===== config.mk =====
export PLATFORM = sky130hd
export DESIGN_NAME = ysyx_25030093_lsu_ext
export DESIGN_NICKNAME = d
export VERILOG_FILES = /design/src/rtl/ysyx_25030093_lsu_ext.sv
export SDC_FILE = /design/constraint.sdc
export NUM_CORES = 1
export LEC_CHECK = 0
export ABC_AREA = 1
export CAP_MARGIN = 10
export CORE_MARGIN = 1.5
export CORE_UTILIZATION = 38
export CTS_BUF_LIST = sky130_fd_sc_hd__clkbuf_2
export CTS_CLUSTER_DIAMETER = 50
export DETAILED_ROUTE_END_ITERATION = 6
export PLACE_DENSITY_LB_ADDON = 0.25
export SLEW_MARGIN = 20
export SYNTH_ARGS = -nofsm -noshare
export SYNTH_HDL_FRONTEND = slang
export SYNTH_SLANG_ARGS = --single-unit

===== constraint.sdc =====
create_clock -name clock -period 2.45 [get_ports clock]
set_clock_uncertainty 0.2 [all_clocks]
set_input_delay 0.735 -clock clock [delete_from_list [all_inputs] [get_ports clock]]
set_output_delay 0.735 -clock clock [all_outputs]
set_load 0.02 [all_outputs]

===== src/rtl/ysyx_25030093_lsu_ext.sv =====
// Load/store unit front end: validates an access, issues one memory request,
// aligns store lanes, extends load data and hands one result downstream.
module ysyx_25030093_lsu_ext #(
  parameter logic [31:0] MMIO_BASE  = 32'h1000_0000,
  parameter logic [31:0] MMIO_LIMIT = 32'h1000_0FFF,
  parameter int unsigned TIMEOUT    = 255
) (
  input  logic        clock,
  input  logic        reset,
  input  logic        in_valid,
  output logic        in_ready,
  input  logic [31:0] addr,
  input  logic [31:0] st_data,
  input  logic [3:0]  op,
  output logic        out_valid,
  input  logic        out_ready,
  output logic [31:0] ld_data,
  output logic        err,
  output logic        mem_req,
  output logic [31:0] mem_addr,
  output logic [1:0]  mem_size,
  output logic        mem_wen,
  output logic [31:0] mem_wdata,
  output logic [3:0]  mem_wmask,
  input  logic        mem_resp,
  input  logic [31:0] mem_rdata,
  output logic [1:0]  dbg_state
);

  // Handshakes: an access moves on an edge where in_valid && in_ready, a result
  // leaves on an edge where out_valid && out_ready; valid never waits on ready.
  typedef enum logic [1:0] {
    S_IDLE = 2'd0,
    S_REQ  = 2'd1,
    S_DONE = 2'd2
  } state_e;

  localparam logic [15:0] CNT_LAST = 16'(TIMEOUT - 1);

  state_e      state_q, state_d;
  logic [15:0] cnt_q, cnt_d;
  logic [1:0]  lane_q, lane_d;
  logic [3:0]  op_q, op_d;
  logic        mem_req_q, mem_req_d;
  logic [31:0] mem_addr_q, mem_addr_d;
  logic [1:0]  mem_size_q, mem_size_d;
  logic        mem_wen_q, mem_wen_d;
  logic [31:0] mem_wdata_q, mem_wdata_d;
  logic [3:0]  mem_wmask_q, mem_wmask_d;
  logic [31:0] ld_data_q, ld_data_d;
  logic        err_q, err_d;
  logic        out_valid_q, out_valid_d;

  logic        illegal;
  logic        is_mmio;
  logic [3:0]  base_mask;
  logic [31:0] lane_data;
  logic [31:0] ld_ext;

  always_comb begin
    illegal = (op[1:0] == 2'b11)
            | ((op[1:0] == 2'b01) & addr[0])
            | ((op[1:0] == 2'b10) & (addr[1:0] != 2'b00))
            | (op[2] & op[3]);
    is_mmio = (addr >= MMIO_BASE) && (addr <= MMIO_LIMIT);
    case (op[1:0])
      2'b00:   base_mask = 4'b0001;
      2'b01:   base_mask = 4'b0011;
      default: base_mask = 4'b1111;
    endcase

    // Move the addressed lane down to bit 0, then extend by access size.
    lane_data = mem_rdata >> {lane_q, 3'b000};
    case (op_q[1:0])
      2'b00:   ld_ext = {{24{~op_q[2] & lane_data[7]}}, lane_data[7:0]};
      2'b01:   ld_ext = {{16{~op_q[2] & lane_data[15]}}, lane_data[15:0]};
      default: ld_ext = lane_data;
    endcase
  end

  always_comb begin
    state_d     = state_q;
    cnt_d       = cnt_q;
    lane_d      = lane_q;
    op_d        = op_q;
    mem_req_d   = mem_req_q;
    mem_addr_d  = mem_addr_q;
    mem_size_d  = mem_size_q;
    mem_wen_d   = mem_wen_q;
    mem_wdata_d = mem_wdata_q;
    mem_wmask_d = mem_wmask_q;
    ld_data_d   = ld_data_q;
    err_d       = err_q;
    out_valid_d = out_valid_q;

    case (state_q)
      S_IDLE: begin
        if (in_valid) begin
          lane_d = addr[1:0];
          op_d   = op;
          cnt_d  = 16'd0;
          if (illegal) begin
            state_d     = S_DONE;
            err_d       = 1'b1;
            ld_data_d   = 32'd0;
            out_valid_d = 1'b1;
          end else begin
            state_d     = S_REQ;
            mem_req_d   = 1'b1;
            mem_addr_d  = is_mmio ? addr : {addr[31:2], 2'b00};
            mem_size_d  = is_mmio ? op[1:0] : 2'b10;
            mem_wen_d   = op[3];
            mem_wdata_d = st_data << {addr[1:0], 3'b000};
            mem_wmask_d = op[3] ? (base_mask << addr[1:0]) : 4'b0000;
          end
        end
      end
      S_REQ: begin
        // A response on the final counted cycle still wins over the timeout.
        if (mem_resp) begin
          state_d     = S_DONE;
          mem_req_d   = 1'b0;
          err_d       = 1'b0;
          ld_data_d   = op_q[3] ? 32'd0 : ld_ext;
          out_valid_d = 1'b1;
        end else if (cnt_q == CNT_LAST) begin
          state_d     = S_DONE;
          mem_req_d   = 1'b0;
          err_d       = 1'b1;
          ld_data_d   = 32'd0;
          out_valid_d = 1'b1;
        end else begin
          cnt_d = cnt_q + 16'd1;
        end
      end
      S_DONE: begin
        if (out_ready) begin
          state_d     = S_IDLE;
          out_valid_d = 1'b0;
        end
      end
      default: begin
        state_d     = S_IDLE;
        mem_req_d   = 1'b0;
        out_valid_d = 1'b0;
      end
    endcase
  end

  always_ff @(posedge clock) begin
    if (reset) begin
      state_q     <= S_IDLE;
      cnt_q       <= 16'd0;
      lane_q      <= 2'b00;
      op_q        <= 4'b0000;
      mem_req_q   <= 1'b0;
      mem_addr_q  <= 32'd0;
      mem_size_q  <= 2'b00;
      mem_wen_q   <= 1'b0;
      mem_wdata_q <= 32'd0;
      mem_wmask_q <= 4'b0000;
      ld_data_q   <= 32'd0;
      err_q       <= 1'b0;
      out_valid_q <= 1'b0;
    end else begin
      state_q     <= state_d;
      cnt_q       <= cnt_d;
      lane_q      <= lane_d;
      op_q        <= op_d;
      mem_req_q   <= mem_req_d;
      mem_addr_q  <= mem_addr_d;
      mem_size_q  <= mem_size_d;
      mem_wen_q   <= mem_wen_d;
      mem_wdata_q <= mem_wdata_d;
      mem_wmask_q <= mem_wmask_d;
      ld_data_q   <= ld_data_d;
      err_q       <= err_d;
      out_valid_q <= out_valid_d;
    end
  end

  assign in_ready  = (state_q == S_IDLE);
  assign out_valid = out_valid_q;
  assign ld_data   = ld_data_q;
  assign err       = err_q;
  assign mem_req   = mem_req_q;
  assign mem_addr  = mem_addr_q;
  assign mem_size  = mem_size_q;
  assign mem_wen   = mem_wen_q;
  assign mem_wdata = mem_wdata_q;
  assign mem_wmask = mem_wmask_q;
  assign dbg_state = state_q;

endmodule


==> results of run 1 <==
-- timing repair --
item / CTS / global route
gates cloned: 0 / 0
endpoints found under the setup margin: 109 / 96
resized for setup: 128 / 147
pin swaps: 0 / 0
-- synth_stat cells (3+ instances only) --
library cell	n
a21oi_1	97
buf_2	20
buf_4	3
buf_6	3
clkbuf_1	32
dfxtp_1	130
inv_1	45
inv_2	7
mux2i_1	6
nand2_1	288
nand2_2	3
nand3_1	63
nand3_2	5
nand4_1	12
nor2_1	137
nor3_1	5
o211a_1	8
o211ai_1	7
o21ai_0	83
-- sequential cells by signal (all words and copies together) (netlist names) --
signal     count
err            1
dbg_state      2
cnt_q         16
mem_wmask      4
lane_q         2
out_valid      1
mem_size       2
mem_addr      32
ld_data       32
op_q           4
mem_wdata     32
mem_wen        1
mem_req        1
-- stage by stage --
stage / hold slack [ns] / cell area, um2 / power, mW / utilization (%) / setup TNS [ns]
finish: 0.2599 / 8808 / 4.943 / 53.50 / 0
global route: 0.2572 / 8808 / 5.236 / 53.50 / 0
CTS: 0.2603 / 9009 / 5.003 / 54.71 / 0
detailed placement: 0.2410 / 8897 / 3.751 / 54.04 / -11.54
global placement: 0.2302 / 8897 / 3.745 / 54.04 / -8.592
floorplan: 0.2579 / 6369 / 3.094 / - / 0
-- cell usage in the layout, fill, tap and decap left out, drive strengths merged, types with 8 or more instances in the layout --
cell | synthesis | final
nand2 | 291 | 291
nand3 | 68 | 68
clkbuf | 32 | 81
dfxtp | 130 | 130
nand4 | 12 | 12
clkdlybuf4s50 | 0 | 103
nor2 | 140 | 140
o21ai | 84 | 84
a21oi | 97 | 97
buf | 28 | 45
o211a | 8 | 8
inv | 52 | 54
clkdlybuf4s15 | 0 | 34
dlygate4sd2 | 0 | 12
-- final cells by class --
cell class / count / area (um2) / share of cell area (%)
antenna: 1 / 2.502 / 0.02841
clock buffer: 19 / 95.09 / 1.080
clock inverter: 13 / 136.4 / 1.548
inverter: 54 / 202.7 / 2.301
multi-input combinational: 726 / 3279 / 37.23
sequential: 130 / 2608 / 29.60
tap: 220 / 275.3 / 3.125
timing repair buffer: 256 / 2210 / 25.09
-- power breakdown --
| group | internal [mW] | total, mW | switching, mW | leakage, nW |
|---|---|---|---|---|
| registers | 2.24 | 2.30 | 0.0652 | 1.06 |
| clock network | 0.472 | 1.31 | 0.840 | 0.128 |
| logic | 0.536 | 1.33 | 0.794 | 2.67 |
| total | 3.24 | 4.94 | 1.70 | 3.85 |
-- worst max-delay path by stage --
stage                         endpoint  slack [ns]
after global placement    mem_wdata[7]       -0.16
after CTS                  ld_data[11]      0.0006
after floorplan           mem_wdata[5]        0.33
after detailed placement  mem_wdata[7]       -0.20
after global routing       mem_addr[9]      0.0003
final                     mem_addr[18]        0.12
-- routing by layer --
layer / track usage [%] / up-vias
li1: - / 3595
met1: 27.81 / 3188
met2: 37.35 / 232
met3: 8.966 / 33
met4: 7.326 / 0
met5: 0 / -
-- cells by family after synthesis --
family,Yosys count,synth area share (%)
simple gates,518,33.34
compound gates,200,16.82
flops,130,40.86
buf+inv,114,7.643
mux,6,0.9431
fa+ha+maj,2,0.3929
==> impl_metrics.env, run 1 <==
export IMPL_die_area_um2=17550
export IMPL_finalMaxSlewViolations=0
export IMPL_ys_async_sr_fraction_pct=0
export IMPL_grt_antenna_before_repair=1
export IMPL_critPathLaunchType="register"
export IMPL_path_cells="clkdlybuf4s15_1"
export IMPL_drive_gt1_share_pct=13.27
export IMPL_critPathLaunch="mem_addr[18]"
export IMPL_place_worst_setup_slack_ns=-0.2011
export IMPL_ir_drop_uv=278.1
export IMPL_clock_path_buffers=2
export IMPL_via_per_inst=4.967
export IMPL_p_leak_nw=3.853
export IMPL_gr_total_overflow=0
export IMPL_required_ns=1.51
export IMPL_placedCellCount=1386
export IMPL_insertion_delay_ns=0.70
export IMPL_worst_path_buf_inv=1
export IMPL_initial_utilization_pct=38.68
export IMPL_m1WireLength_um=8533
export IMPL_post_dp_hpwl_um=14610
export IMPL_final_antenna_net_count=0
export IMPL_synth_edf_count=0
export IMPL_hold_depth=2
export IMPL_worstMarginPinSlew_ns=0.5262
export IMPL_area_delta_synth_final_pct=38.31
export IMPL_status="complete, no violations"
export IMPL_crit_slowest_cell="dfxtp_1"
export IMPL_synth_ff_type="dfxtp_1"
export IMPL_cp_top_family="flip-flops"
export IMPL_syn_num_nets=1077
export IMPL_setup_ws_ns=0.1196
export IMPL_syn_cell_area_um2=6369
export IMPL_postCtsSetupRepairBufs=0
export IMPL_die_width_um=132.5
export IMPL_r2r_start="dbg_state[1]"
export IMPL_r2r_end="cnt_q[6]"
export IMPL_wl_met3_um=1731
export IMPL_grt_pass1_wl_um=32590
export IMPL_fp_dieH_um=132.5
export IMPL_gr_usage_all_layers_pct=22.90
export IMPL_cp_arrival_ns=1.40
export IMPL_synth_warnings=0
export IMPL_criticalPathCategory="reg -> out"
export IMPL_place_congestion=0.8681
export IMPL_timing_final_hold_violations=0
export IMPL_synth_cells=970
export IMPL_grt_pass1_vias=6581
export IMPL_cp_num_cells=1
export IMPL_worstHoldStart="out_valid"
export IMPL_drc=0
export IMPL_cts_root_buf="clkbuf_2"
export IMPL_yosysTopAreaCell="dfxtp_1"
export IMPL_fmax_ghz=0.4291
export IMPL_fin_crit_ns=2.330
export IMPL_cts_hold_buf=0
export IMPL_routed_wl_um=19860
export IMPL_synth_top_cell_area_share_pct=40.86
export IMPL_maxCapViolCount=0
export IMPL_synth_area_top_cells="dfxtp_1 (41%), nand2_1 (17%), nor2_1 (8.1%)"
export IMPL_wl_met2_um=9201
export IMPL_path_clk_slew_ns=0.22
export IMPL_finalSetupViolations=0
export IMPL_min_to="out_valid"
export IMPL_ys_ff_latch=130
export IMPL_wl_per_cell_um=14.00
export IMPL_r2r_cells=10
export IMPL_boundaryPins=214
export IMPL_rsz0062_at_grt="false"
export IMPL_min_period_over_period_pct=95.12
export IMPL_fillers=1722
export IMPL_synth_cell_types=28
export IMPL_row_count=47
export IMPL_numCtsBuffers=17
export IMPL_grt_max_degree=56
export IMPL_io_buffers=213
export IMPL_route_vias_total=7048
export IMPL_cts_sinks=130
export IMPL_nNetsFinal=1292
export IMPL_maxSlewHeadroom_pct=64.92
export IMPL_cts_tree="done"
export IMPL_core_um2=16470
export IMPL_cp_end_kind="output pin"
export IMPL_routed_top_layer="met4"
export IMPL_drt_iter0_markers=454
export IMPL_hp_class="reg -> reg"
export IMPL_stdcell_count=1419
export IMPL_reg2reg_slack_ns=0.48
export IMPL_dr_pass1_iters=5
export IMPL_worstPathMaxFanout=2
export IMPL_power_density_nw_per_um2=561.2
export IMPL_syn_area_per_cell_um2=6.566
export IMPL_htreeDepth=4
export IMPL_yosysSeqAreaShare_pct=40.86
export IMPL_max_stage_delay_ns=0.39
Note: power is estimated with default switching activity, not from simulation.
==> run 2, diff against run 1 <==
--- a/config.mk
+++ b/config.mk
@@ -5,12 +5,10 @@
 export SDC_FILE = /design/constraint.sdc
 export NUM_CORES = 1
 export LEC_CHECK = 0
-export ABC_AREA = 1
 export CAP_MARGIN = 10
-export CORE_MARGIN = 1.5
 export CORE_UTILIZATION = 38
 export CTS_BUF_LIST = sky130_fd_sc_hd__clkbuf_2
-export CTS_CLUSTER_DIAMETER = 50
+export CTS_CLUSTER_DIAMETER = 80
 export DETAILED_ROUTE_END_ITERATION = 6
 export PLACE_DENSITY_LB_ADDON = 0.25
 export SLEW_MARGIN = 20
==> run 2 against run 1 <==
Fmax is 0.35% lower. Combinational power is 27% lower. Synthesized cell count is 29% lower. Non-clock buffer count is 34 higher. Core utilization is 4.0 points higher. Hold slack worse by 0.14 ns. Global-route usage is 0.13 points higher. Clock power is 7% higher. Flip-flop and latch count stayed put. Count of clock-buffer cells in the layout is 1 lower. Critical endpoint is now cnt_q[15]. Highest routed layer unchanged.
==> impl_metrics.env, run 2 <==
export IMPL_layout_common_cells="nand2_1 (137), dfxtp_1 (128), clkdlybuf4s50_1 (102)"
export IMPL_drive_gt1_share_pct=20.35
export IMPL_place_congestion=0.8423
export IMPL_area_delta_synth_final_pct=47.73
export IMPL_min_period_over_period_pct=95.45
export IMPL_worstHoldStart="reset"
export IMPL_yosysSeqAreaShare_pct=43.79
export IMPL_ys_ff_latch=130
export IMPL_die_width_um=127.1
export IMPL_synth_ff_type="dfxtp_1"
export IMPL_fin_crit_ns=2.339
export IMPL_syn_num_nets=799
export IMPL_yosysTopAreaCell="dfxtp_1"
export IMPL_grt_pass1_wl_um=29480
export IMPL_timing_final_hold_violations=0
export IMPL_ir_drop_uv=331.7
export IMPL_gr_total_overflow=0
export IMPL_power_density_nw_per_um2=525.3
export IMPL_hp_class="in -> reg"
export IMPL_nNetsFinal=1053
export IMPL_insertion_delay_ns=0.68
export IMPL_routed_wl_um=18140
export IMPL_core_um2=15260
export IMPL_route_vias_total=6010
export IMPL_maxSlewHeadroom_pct=48.25
export IMPL_rsz0062_at_grt="false"
export IMPL_critPathLaunch="dbg_state[1]"
export IMPL_status="complete, no violations"
export IMPL_numCtsBuffers=17
export IMPL_layout_commonest_cell="nand2_1"
export IMPL_path_clk_slew_ns=0.21
export IMPL_synth_top_cell_area_share_pct=43.79
export IMPL_maxCapViolCount=0
export IMPL_synth_cells=692
export IMPL_cts_sinks=130
export IMPL_syn_area_per_cell_um2=8.588
export IMPL_post_dp_hpwl_um=13550
export IMPL_row_count=45
export IMPL_synth_cell_types=61
export IMPL_synthTopCellsByCount="nand2_1 (137), dfxtp_1 (130), a21oi_1 (87), clkbuf_1 (38), mux2i_1 (32)"
export IMPL_grt_max_degree=71
export IMPL_diodes=0
export IMPL_place_worst_setup_slack_ns=-0.5228
export IMPL_dr_pass1_iters=5
export IMPL_htreeDepth=4
export IMPL_fillers=1410
export IMPL_synth_edf_count=0
export IMPL_whs_ns=0.1170
export IMPL_finalSetupViolations=0
export IMPL_initial_utilization_pct=38.95
export IMPL_grt_antenna_before_repair=0
export IMPL_fmax_ghz=0.4276
export IMPL_boundaryPins=214
export IMPL_final_util_pct=57.54
export IMPL_setup_ws_ns=0.1114
export IMPL_io_buffers=213
export IMPL_drc=0
export IMPL_cp_arrival_ns=2.78
export IMPL_r2r_start="dbg_state[1]"
export IMPL_required_ns=2.89
export IMPL_setup_tns_ns=0
export IMPL_gr_usage_all_layers_pct=23.03
export IMPL_cp_end_kind="register"
export IMPL_fp_dieH_um=127.1
export IMPL_ys_async_sr_fraction_pct=0
export IMPL_finalMaxSlewViolations=0
export IMPL_worstMarginPinSlew_ns=0.7763
export IMPL_synth_warnings=0
export IMPL_synth_area_top_cells="dfxtp_1 (44%), nand2_1 (8.7%), a21oi_1 (7.3%)"
export IMPL_final_antenna_net_count=0
export IMPL_via_per_inst=5.141
export IMPL_critPathLaunchType="register"
export IMPL_drt_iter0_markers=410
export IMPL_p_leak_nw=3.481
export IMPL_grt_pass1_vias=5735
export IMPL_wl_per_cell_um=15.52
export IMPL_worstPathMaxFanout=6
export IMPL_cts_root_buf="clkbuf_2"
export IMPL_cts_tree="done"
export IMPL_syn_cell_area_um2=5943
export IMPL_criticalPathCategory="reg -> reg"
export IMPL_clock_path_buffers=2
export IMPL_yosysMostFrequentCell="nand2_1"
export IMPL_die_area_um2=16140
==> run 2: cell count changes after synthesis, moves of 16 or more <==
cell | before | now
mux2i_1 | 6 | 32
mux2_2 | 0 | 16
a221o_1 | 0 | 16
inv_1 | 45 | 6
nor2_1 | 137 | 23
nand2_1 | 288 | 137
nand3_1 | 63 | 18
o21ai_0 | 83 | 12
or3_1 | 0 | 18
==> run 2: final cells by class <==
class | instances | area (um2) | share of cell area, %
well taps | 211 | 264.0 | 3.007
repair buffers | 290 | 2495 | 28.42
clock inverters | 13 | 163.9 | 1.867
multi-input cells | 500 | 3133 | 35.68
inverters | 7 | 26.28 | 0.2993
flip-flops and latches | 130 | 2608 | 29.70
clock buffers | 18 | 90.09 | 1.026
==> run 2: repair_timing <==
| action | CTS | global route |
|---|---|---|
| buffers inserted | 0 | 2 |
| endpoints found under the setup margin | 109 | 96 |
| hold buffers | 0 | 0 |
| resized for setup | 127 | 142 |
| hold endpoints to repair | 0 | 0 |
| pin swaps | 0 | 0 |
==> run 2: metal layers <==
layer / wire (um) / vias to the layer above / part of all wire (%) / GRT usage (%)
met5: 0 / - / 0 / 0
met4: 172 / 0 / 0.95 / 6.443
met3: 1366 / 12 / 7.5 / 8.501
met2: 8569 / 166 / 47 / 37.33
met1: 8032 / 2792 / 44 / 28.69
li1: - / 3040 / - / -
==> run 2: final timing paths <==
| path | to | slack (ns) | cells after the start |
|---|---|---|---|
| setup / recovery | cnt_q[15] | 0.11 | 6 |
| hold / removal | err | 0.12 | 2 |
| setup reg to reg | cnt_q[15] | 0.11 | 6 |
| hold reg to reg | mem_wmask[0] | 0.27 | 2 |
==> run 2: logic make-up after synthesis <==
kind of cell | after synthesis | share of synthesized area, %
multiplexers | 49 | 8.800
AND/OR/NAND/NOR | 260 | 21.33
adder cells (fa/ha/maj) | 2 | 0.4210
flip-flops | 130 | 43.79
buffers and inverters | 62 | 4.232
AO/OA/AOI/OAI | 189 | 21.43
==> run 2: critical path, cell delays in order, from the launching register on <==
cell and delay, ns:
dfxtp_4 0.41, buf_4 0.14, buf_4 0.13, or3b_1 0.40
or4_1 0.50, or4_1 0.41, a21oi_1 0.14
==> run 2: power by group <==
group          switching (mW)  total [mW]  internal [mW]
Sequential             0.0531        2.25           2.19
Clock                   0.826        1.40          0.569
Combinational           0.492       0.968          0.476
Total                    1.37        4.61           3.24
==> run 2: through the flow <==
stage | area, um2 | instances | total power [mW]
global placement | 8791 | 1136 | 3.299
CTS | 8925 | 1167 | 4.655
finish | 8780 | 1169 | 4.612
global route | 8780 | 1169 | 4.864
floorplan | 5959 | 692 | 2.752
detailed placement | 8791 | 1136 | 3.300
